### src/rtl/keypad_pkg.sv
`default_nettype none
// ============================================================================
// Module      : keypad_pkg
// Description : Shared types and helpers for the matrix keypad scanner.
//               key_w()  - key index width, $clog2 of key count, minimum 1.
//               evt_t    - {press, key} event record carried to the consumer.
//               EVT_W    - packed width of evt_t (FIFO / holding word width).
//               KEY_W_MAX bounds the key field; matrices up to 2**16 keys.
// Revision    : 1.0 - initial release
// ============================================================================
package keypad_pkg;

    localparam int KEY_W_MAX = 16;

    typedef struct packed {
        logic                 press;
        logic [KEY_W_MAX-1:0] key;
    } evt_t;

    localparam int EVT_W = $bits(evt_t);

    function automatic int key_w(input int n_keys);
        return (n_keys <= 2) ? 1 : $clog2(n_keys);
    endfunction

endpackage : keypad_pkg
`default_nettype wire

### src/rtl/keypad_evt_fifo.sv
`default_nettype none
// ============================================================================
// Module      : keypad_evt_fifo
// Description : Synchronous FIFO with valid/ready on both sides. A write is
//               accepted while full if the head is popped in the same cycle.
//               Head data reads as zero while empty so the outputs are clean
//               out of reset.
// Ports       : clk, rst_n (async, active-low)
//               i_wr_valid / o_wr_ready / i_wr_data  - write side
//               o_rd_valid / i_rd_ready / o_rd_data  - read side (head)
// Parameters  : WIDTH - word width; DEPTH - entries, power of 2, >= 2
// Revision    : 1.0 - initial release
// ============================================================================
module keypad_evt_fifo
    import keypad_pkg::*;
#(
    parameter int WIDTH = EVT_W,
    parameter int DEPTH = 4
) (
    input  logic             clk,
    input  logic             rst_n,
    input  logic             i_wr_valid,
    output logic             o_wr_ready,
    input  logic [WIDTH-1:0] i_wr_data,
    output logic             o_rd_valid,
    input  logic             i_rd_ready,
    output logic [WIDTH-1:0] o_rd_data
);

    localparam int AW = $clog2(DEPTH);

    logic [WIDTH-1:0] r_mem [DEPTH];
    logic [AW-1:0]    r_wr_ptr;
    logic [AW-1:0]    r_rd_ptr;
    logic [AW:0]      r_count;
    logic             w_full;
    logic             w_wr;
    logic             w_rd;

    assign w_full     = (r_count == (AW+1)'(DEPTH));
    assign o_rd_valid = (r_count != '0);
    assign o_wr_ready = !w_full || i_rd_ready;
    assign w_wr       = i_wr_valid && o_wr_ready;
    assign w_rd       = o_rd_valid && i_rd_ready;
    assign o_rd_data  = o_rd_valid ? r_mem[r_rd_ptr] : '0;

    always_ff @(posedge clk) begin
        if (w_wr) begin
            r_mem[r_wr_ptr] <= i_wr_data;
        end
    end

    // Pointers wrap naturally because DEPTH is a power of 2.
    always_ff @(posedge clk or negedge rst_n) begin
        if (!rst_n) begin
            r_wr_ptr <= '0;
            r_rd_ptr <= '0;
            r_count  <= '0;
        end else begin
            if (w_wr) r_wr_ptr <= r_wr_ptr + AW'(1);
            if (w_rd) r_rd_ptr <= r_rd_ptr + AW'(1);
            case ({w_wr, w_rd})
                2'b10:   r_count <= r_count + (AW+1)'(1);
                2'b01:   r_count <= r_count - (AW+1)'(1);
                default: r_count <= r_count;
            endcase
        end
    end

endmodule : keypad_evt_fifo
`default_nettype wire

### src/rtl/keypad_matrix_scanner.sv
`default_nettype none
// ============================================================================
// Module      : keypad_matrix_scanner
// Description : Row-scan matrix keypad controller. Drives one-hot rows, samples
//               the columns on the last dwell cycle of each row, debounces whole
//               frames and reports key changes as a press/release event stream.
// Ports       : clk, rst_n (async, active-low), en (scan enable)
//               row_o [ROWS]       - one-hot row drive (0 while en=0)
//               col_i [COLS]       - column sense
//               keys  [ROWS*COLS]  - debounced bitmap, bit r*COLS+c
//               evt_valid/evt_ready/evt_press/evt_key - event stream
// Config      : KEYPAD_EVT_FIFO_EN - event sink is an EVT_DEPTH-entry FIFO;
//               otherwise a single holding register.
// Revision    : 1.0 - initial release
// ============================================================================
module keypad_matrix_scanner
    import keypad_pkg::*;
#(
    parameter  int ROWS            = 4,
    parameter  int COLS            = 3,
    parameter  int SCAN_DIV        = 4,
    parameter  int DEBOUNCE_FRAMES = 20,
    parameter  int EVT_DEPTH       = 4,
    localparam int NKEYS           = ROWS * COLS,
    localparam int KEY_W           = key_w(NKEYS)
) (
    input  logic             clk,
    input  logic             rst_n,
    input  logic             en,
    output logic [ROWS-1:0]  row_o,
    input  logic [COLS-1:0]  col_i,
    output logic [NKEYS-1:0] keys,
    output logic             evt_valid,
    input  logic             evt_ready,
    output logic             evt_press,
    output logic [KEY_W-1:0] evt_key
);

    localparam int RW = $clog2(ROWS);
    localparam int DW = $clog2(SCAN_DIV);

    if (ROWS < 2 || COLS < 1 || SCAN_DIV < 2 || DEBOUNCE_FRAMES < 1 ||
        DEBOUNCE_FRAMES > 255 || EVT_DEPTH < 2 ||
        (EVT_DEPTH & (EVT_DEPTH - 1)) != 0 || KEY_W > KEY_W_MAX) begin : g_bad_params
        $error("keypad_matrix_scanner: illegal parameter combination");
    end

    logic [RW-1:0]    r_row;
    logic [DW-1:0]    r_dwell;
    logic [NKEYS-1:0] r_frame;
    logic [NKEYS-1:0] r_prev;
    logic [NKEYS-1:0] r_keys;
    logic [NKEYS-1:0] r_pending;
    logic [7:0]       r_stable_cnt;

    logic             w_sample;
    logic             w_frame_end;
    logic             w_commit;
    logic [NKEYS-1:0] w_frame_new;
    logic             w_space;
    logic             w_emit;
    logic [KEY_W-1:0] w_idx;
    logic [NKEYS-1:0] w_emit_mask;
    evt_t             w_evt;
    evt_t             w_head;
    logic             w_out_valid;
    logic             w_unused_head;

    function automatic logic [KEY_W-1:0] lowest_set(input logic [NKEYS-1:0] v);
        lowest_set = '0;
        for (int i = NKEYS - 1; i >= 0; i--) begin
            if (v[i]) lowest_set = KEY_W'(i);
        end
    endfunction

    // ------------------------------------------------------------------ scan
    assign w_sample    = en && (r_dwell == DW'(SCAN_DIV - 1));
    assign w_frame_end = w_sample && (r_row == RW'(ROWS - 1));

    always_comb begin
        w_frame_new = r_frame;
        w_frame_new[r_row*COLS +: COLS] = col_i;
    end

    always_comb begin
        row_o = '0;
        if (en) row_o[r_row] = 1'b1;
    end

    // While disabled the position is parked at row 0 / dwell 0: nothing sees
    // it (rows are not driven) and scanning must restart there anyway. Any
    // partial frame is overwritten row by row before the next frame end.
    always_ff @(posedge clk or negedge rst_n) begin
        if (!rst_n) begin
            r_row   <= '0;
            r_dwell <= '0;
            r_frame <= '0;
        end else if (!en) begin
            r_row   <= '0;
            r_dwell <= '0;
        end else if (w_sample) begin
            r_dwell <= '0;
            r_frame <= w_frame_new;
            r_row   <= (r_row == RW'(ROWS - 1)) ? '0 : r_row + RW'(1);
        end else begin
            r_dwell <= r_dwell + DW'(1);
        end
    end

    // -------------------------------------------------------------- debounce
    assign w_commit = w_frame_end && (w_frame_new == r_prev) &&
                      (r_stable_cnt == 8'(DEBOUNCE_FRAMES - 1));

    always_ff @(posedge clk or negedge rst_n) begin
        if (!rst_n) begin
            r_prev       <= '0;
            r_stable_cnt <= '0;
            r_keys       <= '0;
        end else begin
            if (w_frame_end) begin
                r_prev <= w_frame_new;
                if (w_frame_new != r_prev || w_commit) r_stable_cnt <= '0;
                else                                   r_stable_cnt <= r_stable_cnt + 8'd1;
            end
            if (w_commit) r_keys <= w_frame_new;
        end
    end

    assign keys = r_keys;

    // --------------------------------------------------------------- emitter
    assign w_idx       = lowest_set(r_pending);
    assign w_emit      = w_space && (r_pending != '0);
    assign w_emit_mask = w_emit ? (NKEYS'(1) << w_idx) : '0;

    always_comb begin
        w_evt       = '0;
        w_evt.press = r_keys[w_idx];
        w_evt.key   = KEY_W_MAX'(w_idx);
    end

    // Clear the emitted bit first, then fold in the commit delta, so a key
    // that changes again in the emission cycle is re-flagged, and a change
    // undone before emission cancels out.
    always_ff @(posedge clk or negedge rst_n) begin
        if (!rst_n) begin
            r_pending <= '0;
        end else begin
            r_pending <= (r_pending & ~w_emit_mask) ^
                         (w_commit ? (r_keys ^ w_frame_new) : '0);
        end
    end

    // ------------------------------------------------------------------ sink
`ifdef KEYPAD_EVT_FIFO_EN
    logic             w_fifo_wr_ready;
    logic             w_fifo_rd_valid;
    logic [EVT_W-1:0] w_fifo_rd_data;

    keypad_evt_fifo #(
        .WIDTH (EVT_W),
        .DEPTH (EVT_DEPTH)
    ) u_evt_fifo (
        .clk        (clk),
        .rst_n      (rst_n),
        .i_wr_valid (w_emit),
        .o_wr_ready (w_fifo_wr_ready),
        .i_wr_data  (w_evt),
        .o_rd_valid (w_fifo_rd_valid),
        .i_rd_ready (evt_ready),
        .o_rd_data  (w_fifo_rd_data)
    );

    assign w_space     = w_fifo_wr_ready;
    assign w_head      = evt_t'(w_fifo_rd_data);
    assign w_out_valid = w_fifo_rd_valid;
`else
    evt_t r_out_evt;
    logic r_out_valid;

    // Loaded when empty or being popped; otherwise held so data stays stable
    // under backpressure.
    assign w_space = !r_out_valid || evt_ready;

    always_ff @(posedge clk or negedge rst_n) begin
        if (!rst_n) begin
            r_out_valid <= 1'b0;
            r_out_evt   <= '0;
        end else if (w_emit) begin
            r_out_valid <= 1'b1;
            r_out_evt   <= w_evt;
        end else if (evt_ready) begin
            r_out_valid <= 1'b0;
        end
    end

    assign w_head      = r_out_evt;
    assign w_out_valid = r_out_valid;
`endif

    assign evt_valid     = w_out_valid;
    assign evt_press     = w_head.press;
    assign evt_key       = w_head.key[KEY_W-1:0];
    assign w_unused_head = ^w_head;

endmodule : keypad_matrix_scanner
`default_nettype wire
### config.mk
export PLATFORM = sky130hd
export DESIGN_NAME = keypad_matrix_scanner
export DESIGN_NICKNAME = d
export VERILOG_FILES = /design/src/rtl/keypad_pkg.sv /design/src/rtl/keypad_evt_fifo.sv /design/src/rtl/keypad_matrix_scanner.sv
export SDC_FILE = /design/constraint.sdc
export NUM_CORES = 1
export LEC_CHECK = 0
export ABC_CLOCK_PERIOD_IN_PS = 3100
export BUFFER_PORTS_ARGS = -buffer_cell sky130_fd_sc_hd__buf_2
export CAP_MARGIN = 15
export CORE_ASPECT_RATIO = 0.8
export CORE_MARGIN = 3
export CORE_UTILIZATION = 25
export DETAILED_ROUTE_END_ITERATION = 16
export GPL_TIMING_DRIVEN = 1
export PLACE_DENSITY_LB_ADDON = 0.05
export SLEW_MARGIN = 20
export SYNTH_ARGS = -nofsm -noshare
export SYNTH_HDL_FRONTEND = slang
export SYNTH_SLANG_ARGS = --single-unit
### constraint.sdc
create_clock -name clk -period 3.1 [get_ports clk]
set_clock_uncertainty 0.1 [all_clocks]
set_input_delay 0.62 -clock clk [delete_from_list [all_inputs] [get_ports clk]]
set_output_delay 0.62 -clock clk [all_outputs]
set_load 0.02 [all_outputs]
; After elaboration in Yosys (flattened, before gate mapping)
; Index checks and enable logic that the tools add are counted.
[classes]
div_mod_pow = 0
reduce_logical = 12
bitwise = 4
magnitude_cmp = 3
eq_ne = 6
addsub = 4
multipliers = 1
shift = 3
mux = 28
[op_table]
columns = cell, count
row1 = $mux W4, 13
row2 = $neg A4 Y34, 1
row3 = $shift A3 B34 Y12 const A, 1
row4 = $shiftx A3 B34 Y12, 1
row5 = $mux W12, 2
row6 = $xor A12 B12 Y12, 2
row7 = $and A12 B12 Y12, 1
row8 = $bwmux W12, 1
row9 = $eq A12 B12 Y1, 1
row10 = $ne A12 B12 Y1, 1
row11 = $not A12 Y12, 1
row12 = $reduce_bool A12 Y1, 1
row13 = $shl A1 B4 Y12 const A, 1
row14 = $mux W2, 5
row15 = $add A8 B1 Y8 const B, 1
row16 = $eq A8 B5 Y1 const B, 1
row17 = $mux W8, 1
row18 = $logic_and A1 B1 Y1, 6
row19 = $lt A4 B5 Y1 const B, 1
row20 = $add A2 B1 Y2 const B, 2
row21 = $bmux W1 S4, 1
row22 = $eq A2 B2 Y1 const B, 2
row23 = $mul A2 B2 Y4 const B, 1
row24 = $mux W1, 4
row25 = 8 further kinds, 9
[totals]
ramBits = 0
mem_bits_ro = 0
out_inout_bits = 22
regBits = 66
input_bits = 7
latchBits = 0
mem_count = 0

; Depth between registers and ports, before layout
; Gate-level depths: netlist of the first run.
[logic_depth]
depth_word = 17
depth_mapped = 11
mapped_depth_nobuf = 9

; Worst setup path before layout of the first run
; OpenSTA, ideal clock, no wires.
[synth_timing]
kind = reg2reg
start = register r_row[0]
end = register r_pending[8]
path_stages_with_launch = 12
setup_slack_ns = 0.147
arrival_ns = 2.721
path_buffers = 2
path_cell_list = dfrtp_1 buf_6 inv_1 ha_1 and4_1 or3_1 a221oi_2 nand4_1 nor4_4 buf_6 nand2_1 xor2_1
[synth_via]
elab_chain_cells = 9
word_cells_on_any_way = 13
classes_between = 1 x add/sub / 1 x mul / 2 x eq/ne / 2 x shift / 2 x mux / 2 x bitwise / 3 x reduce/logical
[synth_lines]
columns = element, line_no
row1 = from (decl), keypad_matrix_scanner.sv:48  ; logic [RW-1:0] r_row;
row2 = from (signal assigned), keypad_matrix_scanner.sv:104  ; r_row <= (r_row == RW'(ROWS - 1)) ? '0 : r_row + RW'(1);
row3 = $mul A2 B2 Y4, keypad_matrix_scanner.sv:82  ; w_frame_new[r_row*COLS +: COLS] = col_i;
row4 = $neg A4 Y34, keypad_matrix_scanner.sv:82
row5 = $shiftx A3 B34 Y12 / $shift A3 B34 Y12 (equally long branches), keypad_matrix_scanner.sv:82
row6 = $bwmux W12, keypad_matrix_scanner.sv:82
row7 = $eq A12 B12 Y1, keypad_matrix_scanner.sv:111  ; assign w_commit = w_frame_end && (w_frame_new == r_prev) &&
row8 = $logic_and A1 B1 Y1 (2 in series), keypad_matrix_scanner.sv:111
row9 = $mux W12 *, keypad_matrix_scanner.sv:150  ; (w_commit ? (r_keys ^ w_frame_new) : '0);
row10 = $xor A12 B12 Y12 *, keypad_matrix_scanner.sv:149  ; r_pending <= (r_pending & ~w_emit_mask) ^
row11 = to (signal assigned), keypad_matrix_scanner.sv:149
row12 = to (decl), keypad_matrix_scanner.sv:53  ; logic [NKEYS-1:0] r_pending;
; Every way passes the cells marked *; elsewhere a longest branch is shown, timed or not.
; A chain may end at the register's enable or synchronous reset.

; Worst setup path in the final report of the first run
[layout_timing]
start = register r_row[1]
end = register r_pending[5]
; The elaborated chain is that of the path after synthesis.

==> key figures, run 1 <==
Floorplanning
  – Die width: 143 um
  – CORE AREA: 14400 um2
  – I/O pin count: 29
  – Starting Density: 0.258
  – Die height: 115 um
  – # rows: 39
  – Die Area: 16400 um2

Clock tree
  – H-tree depth: 3
  – Num CTS Buffers: 9
  – Skew-Pair Late Insertion Delay: 340 ps
  – CTS clk-pin slew, worst paths: 60 ps
  – Total clock sinks: 66
  – CTS Hold Buffers Added: 0
  – Clock buffer depth: 2
  – CTS tree: done
  – Root Buffer: clkbuf_16

Detailed routing
  – Routed WL: 10600 um
  – Vias per cell: 4.83
  – Routed WL per cell: 16.6 um
  – Remaining DRCs: 0
  – Post-route ant nets: 0
  – DR vias: 3093
  – Pre-antenna DRT Iters: 5
  – 1st-iter DRT viols: 206

STA
  – Fin crit share: 0.945
  – Final WS setup: 170 ps
  – Fin crit period: 2930 ps
  – Fmax: 341 MHz
  – Setup_tns: 0 ps
  – Slew headroom: 0.435
  – Final Hold Vio Count: 0
  – RSZ-0062 raised after global routing: no
  – Actual slew at the worst max-slew pin: 841 ps
  – Finish-stage setup viols: 0
  – Min Hold Slack: 213 ps
  – Final Max Tran Viols: 0

Synthesis
  – Top cell type by total area after synthesis: dfrtp_1
  – YS warnings: 0
  – Synthesized cell area: 3730 um2
  – Synth top area share: 0.443
  – Seq cells post-synth: 66
  – Top FF cell, synth: dfrtp_1
  – Number of flops mapped to enable cells by yosys: 0
  – Ys async rst share: 1.00
  – Seq/Total Area, Yosys: 0.443
  – Area contributors post-synth: dfrtp_1 (44%), a21oi_1 (5.8%), nor2_1 (5.1%), xnor2_1 (4.2%), nand2_1 (4.0%)
  – Most common cell in the netlist: dfrtp_1
  – Post-Syn Instances: 408
  – Top post-synthesis cells by count: dfrtp_1 (66), nor2_1 (51), a21oi_1 (43)
  – Syn nets: 423
  – Avg Inst Size Synth: 9.15 um2
  – Synth cell types: 53

Setup path
  – CP max FO: 18
  – Register-to-register setup slack: 170 ps
  – CP arrival: 3040 ps
  – WP data required: 3210 ps
  – Reg-to-Reg Start: r_row[1]
  – FF-to-FF End: r_pending[5]
  – Critical path launch point type: register
  – Worst r2r path cells: 12
  – Critical path type: register to register
  – Critical path endpoint category: register

GRT
  – GRT Resource Usage Total: 0.135
  – First-pass GRT wire length: 16800 um
  – Vias in the first global route: 2973
  – GR Overflow Total: 0
  – Largest net degree at the start of global routing: 43
  – Initial antenna violation count: 0

Layout
  – # nets final: 466
  – Footprint of the multi-input gates: 1970 um2
  – Ant diodes: 0
  – Post-layout util: 0.318
  – Area growth syn-to-layout: 23.1%
  – Reg area: 1650 um2
  – Total of fill cells in the finished design: 1499
  – Layout cells sized above 1: 0.171

Power
  – Pwr/cell area: 609 nW/um2
  – Leak pwr: 1.93 nW
  – Worst VDD drop: 0.267 mV

Min path
  – Hold Path Class: input pin to async pin

Run status
  – Outcome: finished clean

Placed design
  – GP Congestion: 0.806
  – Port Buffer Count: 28
  – Hpwl dp: 7740 um
  – Pre-CTS setup slack: 124 ps

Job
  – Max Cap Viol: 0
## cells by family (layout without fill, tap and decap cells)
kind of cell | after synthesis | count (layout) | share of synthesized area
DFF | 66 | 66 | 0.443
AOI/OAI and AO/OA | 104 | 104 | 0.174
and+or+nand+nor | 160 | 160 | 0.221
xor gates and xnor gates | 33 | 33 | 0.0774
adders and majority gates | 8 | 8 | 0.0268
buffers and inverters | 29 | 77 | 0.0362
muxes | 8 | 8 | 0.0221
## cell type report
| cell class | instances | area share |
|---|---|---|
| clock buffer | 9 | 0.0490 |
| clock inverter | 7 | 0.0308 |
| inverter | 14 | 0.0114 |
| multi-input combinational | 313 | 0.428 |
| sequential | 66 | 0.360 |
| tap | 184 | 0.0501 |
| timing repair buffer | 47 | 0.0708 |
## per-layer routing
metal,share of wire,GRT usage,vias to the layer above
met5,0,0,-
met4,0.012,0.0443,0
met3,0.036,0.0353,11
met2,0.39,0.176,48
met1,0.56,0.212,1513
li1,-,-,1521
## state kept, by name, summed over array words and instances (netlist names)
| name | count |
|---|---|
| r_prev | 12 |
| evt_valid | 1 |
| r_stable_cnt | 8 |
| r_pending | 12 |
| evt_key | 4 |
| r_frame | 12 |
| r_dwell | 2 |
| r_row | 2 |
| evt_press | 1 |
| keys | 12 |
## power breakdown
part | leakage, nW | internal [mW] | total (mW) | switching, mW
sequential | 0.872 | 0.942 | 1.02 | 0.0760
combinational | 0.880 | 0.222 | 0.509 | 0.287
clock | 0.176 | 0.867 | 1.27 | 0.405
total | 1.93 | 2.03 | 2.80 | 0.767
## layout by cell type, fill, tap and decap left out, drive strengths merged, types with 6 or more instances in the layout
cell     n
ha       8
nand2   40
dfrtp   66
xor2    15
nand2b   8
o21ai   23
buf     46
xnor2   18
nor2b   13
o31ai    7
nor2    51
nor3     7
nand3    7
mux2i    6
a21oi   45
clkbuf  10
inv     14
## worst max-delay path: stages, from the launching register on
cell and delay [ps]:
dfrtp_1 380, inv_1 130, ha_4 230, buf_4 140, and4b_2 330, a21oi_4 70
xnor2_1 180, or3b_1 450, nor4_4 260, buf_4 170, buf_12 150, nand2_1 70
xor2_1 140
## repair_timing
item | in CTS | in global routing
setup endpoints to repair | 0 | 28
buffers inserted | 0 | 2
resized for setup | 0 | 5
## metrics by stage
stage	cell area [um2]	instances	power [mW]
after floorplan	3730	408	1.37
after CTS	4530	637	2.84
after detailed placement	4170	621	1.55
after global placement	4170	621	1.55
final	4590	640	2.80
after global routing	4590	640	2.94
## how the worst max path moves through the flow
stage,from,to,slack [ps],cells past startpoint
after CTS,r_row[1],r_pending[8],110,10
after detailed placement,r_row[1],r_pending[6],120,10
after floorplan,r_row[0],r_pending[8],150,11
final,r_row[1],r_pending[5],170,12
after global routing,r_row[1],r_pending[11],20,12
after global placement,r_row[1],r_pending[9],150,11
(Power assumes the default switching activity.)
==> inputs of run 2 (changes only) <==
--- a/config.mk
+++ b/config.mk
@@ -11,10 +11,12 @@
 export CORE_ASPECT_RATIO = 0.8
 export CORE_MARGIN = 3
 export CORE_UTILIZATION = 25
+export CTS_CLUSTER_SIZE = 14
 export DETAILED_ROUTE_END_ITERATION = 16
 export GPL_TIMING_DRIVEN = 1
-export PLACE_DENSITY_LB_ADDON = 0.05
+export PLACE_DENSITY_LB_ADDON = 0.1
 export SLEW_MARGIN = 20
 export SYNTH_ARGS = -nofsm -noshare
 export SYNTH_HDL_FRONTEND = slang
+export SYNTH_HIERARCHICAL = 1
 export SYNTH_SLANG_ARGS = --single-unit
==> run 2 against run 1 <==
Register-to-register slack worse by 20 ps. Largest power group is now registers. Global-route usage increased by 0.27 points. Hold slack better by 130 ps. Non-clock buffer count up 2. Combinational power rose by 52%. Core utilization fell by 0.64 points. Die area grew 4.2%. Area after synthesis rose by 4.5%. Clock power shrank 28%. Largest cell class unchanged. Maximum frequency down 0.56%. Total power down 2.6%.
==> key figures, run 2 <==
Setup path
  – CP Cell Sequence: inv_1 > ha_4 > or3b_1 > o2bb2ai_1 > o22ai_1 > or4_4 > buf_4 > nor3_4 > a32o_1
  – Critical path endpoint category: register
  – Crit path depth: 9
  – Worst r2r path cells: 9
  – Reg-to-Reg Start: r_row[1]
  – Critical path launch point type: register
  – Register-to-register setup slack: 150 ps
  – WP data required: 3280 ps
  – WP buf/inv: 2
  – Critical Path Max Stage Delay: 620 ps
  – FF-to-FF End: r_stable_cnt[2]
  – CP arrival: 3130 ps
  – Critical path type: register to register
  – Slowest cell on the critical path: or4_4
  – CP max FO: 9
  – Crit path max-delay family: simple AND/OR/NAND/NOR gates

Clock tree
  – Total clock sinks: 66
  – CTS tree: done
  – Root Buffer: clkbuf_16
  – CTS clk-pin slew, worst paths: 60 ps
  – Num CTS Buffers: 9
  – Clock buffer depth: 2
  – Skew-Pair Late Insertion Delay: 340 ps
  – H-tree depth: 3
  – CTS Hold Buffers Added: 0

Synthesis
  – Post-Syn Instances: 422
  – Number of flops mapped to enable cells by yosys: 0
  – Synthesized cell area: 3900 um2
  – Area contributors post-synth: dfrtp_1 (42%), xnor2_1 (5.8%), a21oi_1 (4.7%), mux2i_1 (4.4%), nor2_1 (3.6%)
  – Most common cell in the netlist: dfrtp_1
  – Ys async rst share: 1.00
  – Synth cell types: 53
  – Syn nets: 437
  – Synth top area share: 0.424
  – Top FF cell, synth: dfrtp_1
  – YS warnings: 6
  – Avg Inst Size Synth: 9.24 um2
  – Top post-synthesis cells by count: dfrtp_1 (66), a21oi_1 (37), nor2_1 (37)
  – Seq/Total Area, Yosys: 0.424
  – Seq cells post-synth: 66
  – Top cell type by total area after synthesis: dfrtp_1

Detailed routing
  – Routed WL per cell: 17.0 um
  – Remaining DRCs: 0
  – Post-route ant nets: 0
  – Pre-antenna DRT Iters: 4
  – DR vias: 3188
  – Vias per cell: 4.74
  – Routed length on met1: 6320 um
  – Highest Signal Layer: met4
  – Met3 wire len: 534 um
  – WL met2: 4460 um
  – Routed WL: 11400 um
  – 1st-iter DRT viols: 239

Layout
  – Post-layout util: 0.312
  – Total of fill cells in the finished design: 1572
  – Commonest non-fill, non-tap cell in the layout: dfrtp_1
  – Layout cells sized above 1: 0.179
  – Finished Layout Cells: 673
  – Most frequent cells in the layout: dfrtp_1 (66), nor2_1 (37), a21oi_1 (37)
  – Ant diodes: 0
  – Reg area: 1650 um2
  – Area growth syn-to-layout: 21.2%
  – # nets final: 477
  – Footprint of the multi-input gates: 2170 um2

Power
  – Seq pwr share: 0.379
  – Clk pwr share: 0.337
  – Total power draw: 2.73 mW
  – Leak pwr: 1.95 nW
  – Worst VDD drop: 0.280 mV
  – Pwr/cell area: 577 nW/um2
  – Switch share: 0.329
  – Comb power frac: 0.285
  – Net switching power: 898 uW
  – Int Pwr: 1.83 mW

STA
  – Setup_tns: 0 ps
  – Actual slew at the worst max-slew pin: 916 ps
  – Slew headroom: 0.389
  – Finish-stage setup viols: 0
  – Final WS setup: 153 ps
  – Fmax: 339 MHz
  – Fin crit period: 2950 ps
  – Final Max Tran Viols: 0
  – RSZ-0062 raised after global routing: no
  – Final Hold Vio Count: 0
  – Fin crit share: 0.951

GRT
  – First-pass GRT wire length: 18200 um
  – GR Overflow Total: 0
  – Largest net degree at the start of global routing: 67
  – Vias in the first global route: 3085
  – Initial antenna violation count: 0
  – GRT Resource Usage Total: 0.138

Placed design
  – GP Congestion: 0.842
  – Hpwl dp: 8400 um
  – Pre-CTS setup slack: 24.5 ps
  – Port Buffer Count: 28
  – Placed insts: 659

Run status
  – Outcome: finished clean

Floorplanning
  – Die Area: 17100 um2
  – Die height: 118 um
  – I/O pin count: 29
  – CORE AREA: 15200 um2
  – Die width: 146 um
  – # rows: 40
  – Starting Density: 0.257

Min path
  – Hold Startpoint: r_dwell[0]
  – WHS Endpoint: r_dwell[0]
  – Hold Path Class: register to register
  – WHS Path Cells: 1

Job
  – Max Cap Viol: 0
-- run 2: cell types whose count changed after synthesis, moves of 9 or more --
| cell | delta |
|---|---|
| nor2_1 | -14 |
| nor3_1 | +12 |
| o21ai_0 | -12 |
| mux2i_1 | +11 |
| nand2_1 | -9 |
-- run 2: worst max-delay path by stage --
stage | from | endpoint | slack, ps
final | r_row[1] | r_stable_cnt[2] | 150
after global routing | r_row[1] | keys[11] | 30
after CTS | r_row[0] | r_stable_cnt[2] | 40
after detailed placement | r_row[0] | r_stable_cnt[2] | 20
after global placement | r_row[0] | r_stable_cnt[2] | 20
after floorplan | r_row[0] | keys[6] | 50
-- run 2: per-stage QoR --
step | hold WS [ps] | area (um2)
after floorplan | 224 | 3920
after global placement | 325 | 4390
after detailed placement | 332 | 4390
after CTS | 341 | 4640
after global routing | 357 | 4730
final | 340 | 4730
-- run 2: area by class of cell --
| cell class | instances | area share |
|---|---|---|
| sequential | 66 | 0.349 |
| timing repair buffer | 49 | 0.0683 |
| tap | 210 | 0.0556 |
| clock buffer | 11 | 0.0514 |
| clock inverter | 1 | 0.00106 |
| multi-input combinational | 317 | 0.459 |
| inverter | 19 | 0.0151 |
-- run 2: power groups by stage --
stage	clock, mW	combinational [mW]	sequential [mW]
after floorplan	0	0.481	1.05
after global placement	0	0.763	1.05
after detailed placement	0	0.761	1.05
after CTS	0.947	0.766	1.03
after global routing	0.990	0.859	1.05
final	0.918	0.776	1.03
-- run 2: repair_timing --
item / 4_1_cts / 5_1_grt
setup buffers: 0 / 2
setup endpoints to repair: 3 / 28
pin swaps: 0 / 1
gates resized for setup: 1 / 11
-- run 2: cells by family (layout without fill, tap and decap cells) --
group,Yosys count,count (layout),share of synthesized area
simple gates,157,157,0.211
compound gates,100,100,0.174
flops,66,66,0.424
buf+inv,39,80,0.0430
xor+xnor,34,34,0.0764
mux,18,18,0.0465
fa+ha+maj,8,8,0.0257
-- run 2: layer usage --
metal | vias to the layer above | track usage
met2 | 57 | 0.174
met1 | 1536 | 0.215
met4 | 0 | 0.0332
li1 | 1587 | -
met5 | - | 0
met3 | 8 | 0.0523
==> inputs of run 3 (changes only) <==
--- a/config.mk
+++ b/config.mk
@@ -11,7 +11,7 @@
 export CORE_ASPECT_RATIO = 0.8
 export CORE_MARGIN = 3
 export CORE_UTILIZATION = 25
-export CTS_CLUSTER_SIZE = 14
+export CTS_CLUSTER_SIZE = 28
 export DETAILED_ROUTE_END_ITERATION = 16
 export GPL_TIMING_DRIVEN = 1
 export PLACE_DENSITY_LB_ADDON = 0.1
==> constraint.sdc (replaced) <==
create_clock -name clk -period 3.1 [get_ports clk]
set_clock_uncertainty 0.1 [all_clocks]
set_input_delay 0.155 -clock clk [delete_from_list [all_inputs] [get_ports clk]]
set_output_delay 0.155 -clock clk [all_outputs]
set_load 0.02 [all_outputs]
==> run 3 against run 2 <==
Global-route usage rose by 0.37 points. Setup slack improved by 68 ps. Critical path depth did not move. Critical endpoint is now r_stable_cnt[3]. Largest cell class unchanged. Highest routed layer unchanged.
==> key figures, run 3 (synthesis gave the netlist of run 2 again) <==
Power
  – Total power draw: 2.84 mW
  – Leak pwr: 1.97 nW
  – Worst VDD drop: 0.270 mV
  – Pwr/cell area: 600 nW/um2

Layout
  – Ant diodes: 0
  – Most frequent cells in the layout: dfrtp_1 (66), nor2_1 (37), a21oi_1 (37)
  – Layout cells sized above 1: 0.167
  – Post-layout util: 0.312
  – Commonest non-fill, non-tap cell in the layout: dfrtp_1
  – Area growth syn-to-layout: 21.4%
  – # nets final: 478

Placed design
  – Port Buffer Count: 28
  – Hpwl dp: 8430 um
  – GP Congestion: 0.869

Setup path
  – CP max FO: 16
  – Worst r2r path cells: 9
  – Critical path type: register to register
  – Critical path endpoint category: register
  – Crit path depth: 9
  – Crit path max-delay family: simple AND/OR/NAND/NOR gates
  – CP Cell Sequence: inv_1 > ha_4 > and4bb_4 > a21oi_4 > xnor2_1 > or4_4 > buf_12 > o41ai_1 > a22o_1
  – WP data required: 3280 ps
  – CP arrival: 3060 ps
  – Slowest cell on the critical path: or4_4
  – Reg-to-Reg Start: r_row[1]
  – FF-to-FF End: r_stable_cnt[3]
  – Register-to-register setup slack: 220 ps
  – Setup crit start: r_row[1]
  – Critical Path Max Stage Delay: 580 ps
  – Crit path capture: r_stable_cnt[3]
  – WP buf/inv: 2
  – Critical path launch point type: register

Floorplanning
  – CORE AREA: 15200 um2
  – Die Area: 17100 um2
  – # rows: 40
  – Die height: 118 um
  – I/O pin count: 29
  – Starting Density: 0.257
  – Die width: 146 um

GRT
  – First-pass GRT wire length: 18800 um
  – Largest net degree at the start of global routing: 67
  – GR Overflow Total: 0
  – GRT Resource Usage Total: 0.142
  – Initial antenna violation count: 0
  – Vias in the first global route: 3194

Clock tree
  – CTS tree: done
  – H-tree depth: 3
  – Clock buffer depth: 2
  – Skew-Pair Late Insertion Delay: 340 ps
  – CTS clk-pin slew, worst paths: 60 ps
  – Num CTS Buffers: 9
  – Total clock sinks: 66
  – Root Buffer: clkbuf_16

Detailed routing
  – Post-route ant nets: 0
  – Remaining DRCs: 0
  – Routed WL: 11600 um
  – Pre-antenna DRT Iters: 4
  – Vias per cell: 4.70
  – Routed WL per cell: 17.2 um
  – DR vias: 3180
  – 1st-iter DRT viols: 235

STA
  – Final Hold Vio Count: 0
  – Fin crit period: 2880 ps
  – Fin crit share: 0.929
  – Fmax: 347 MHz
  – Setup_tns: 0 ps
  – RSZ-0062 raised after global routing: no
  – Min Hold Slack: 36.3 ps
  – Slew headroom: 0.414
  – Final Max Tran Viols: 0
  – Finish-stage setup viols: 0
  – Actual slew at the worst max-slew pin: 879 ps

Min path
  – Hold Path Class: input pin to register

Job
  – Max Cap Viol: 0

Run status
  – Outcome: finished clean
==> run 3: how the worst min path moves through the flow <==
stage                     from  cells after the start  slack (ps)           to
floorplan                rst_n                      0        -240   evt_key[0]
finish                      en                      2          40     r_row[0]
global route                en                      2          60     r_row[0]
global placement    r_dwell[0]                      1         330   r_dwell[0]
detailed placement       rst_n                      2         340  r_frame[11]
CTS                         en                      2          30     r_row[0]
==> run 3: where the power goes <==
part           switching [mW]  total, mW  internal (mW)
clock                   0.378       1.02          0.638
sequential             0.0686       1.03          0.966
combinational           0.462      0.793          0.331
==> run 3: final cells by class <==
| cell class | instances | area (um2) |
|---|---|---|
| fill | 1584 | 10400 |
| inverter | 19 | 71.3 |
| tap | 210 | 263 |
| timing repair buffer | 50 | 333 |
| clock buffer | 12 | 246 |
| sequential | 66 | 1650 |
| multi-input combinational | 317 | 2130 |
| clock inverter | 3 | 40.0 |
==> run 3: through the flow <==
stage / area [um2] / cells / setup WS [ps]
2_1_floorplan: 3920 / 422 / 47.2
3_3_place_gp: 4420 / 661 / 180
3_5_place_dp: 4420 / 661 / 70.9
4_1_cts: 4710 / 677 / 23.6
5_1_grt: 4730 / 677 / 38.6
6_report: 4730 / 677 / 221
==> run 3: layer usage <==
layer	vias up	global-route usage	wire, um
met4	0	0.0374	140
met3	10	0.0416	436
li1	1581	-	-
met2	48	0.192	4690
met1	1541	0.217	6350
met5	-	0	0
==> run 3: what timing repair did <==
action,in CTS,in global routing
resized for setup,0,5
endpoints found under the hold margin,66,0
endpoints found under the setup margin,0,28
setup buffers,0,0
hold buffers,1,0
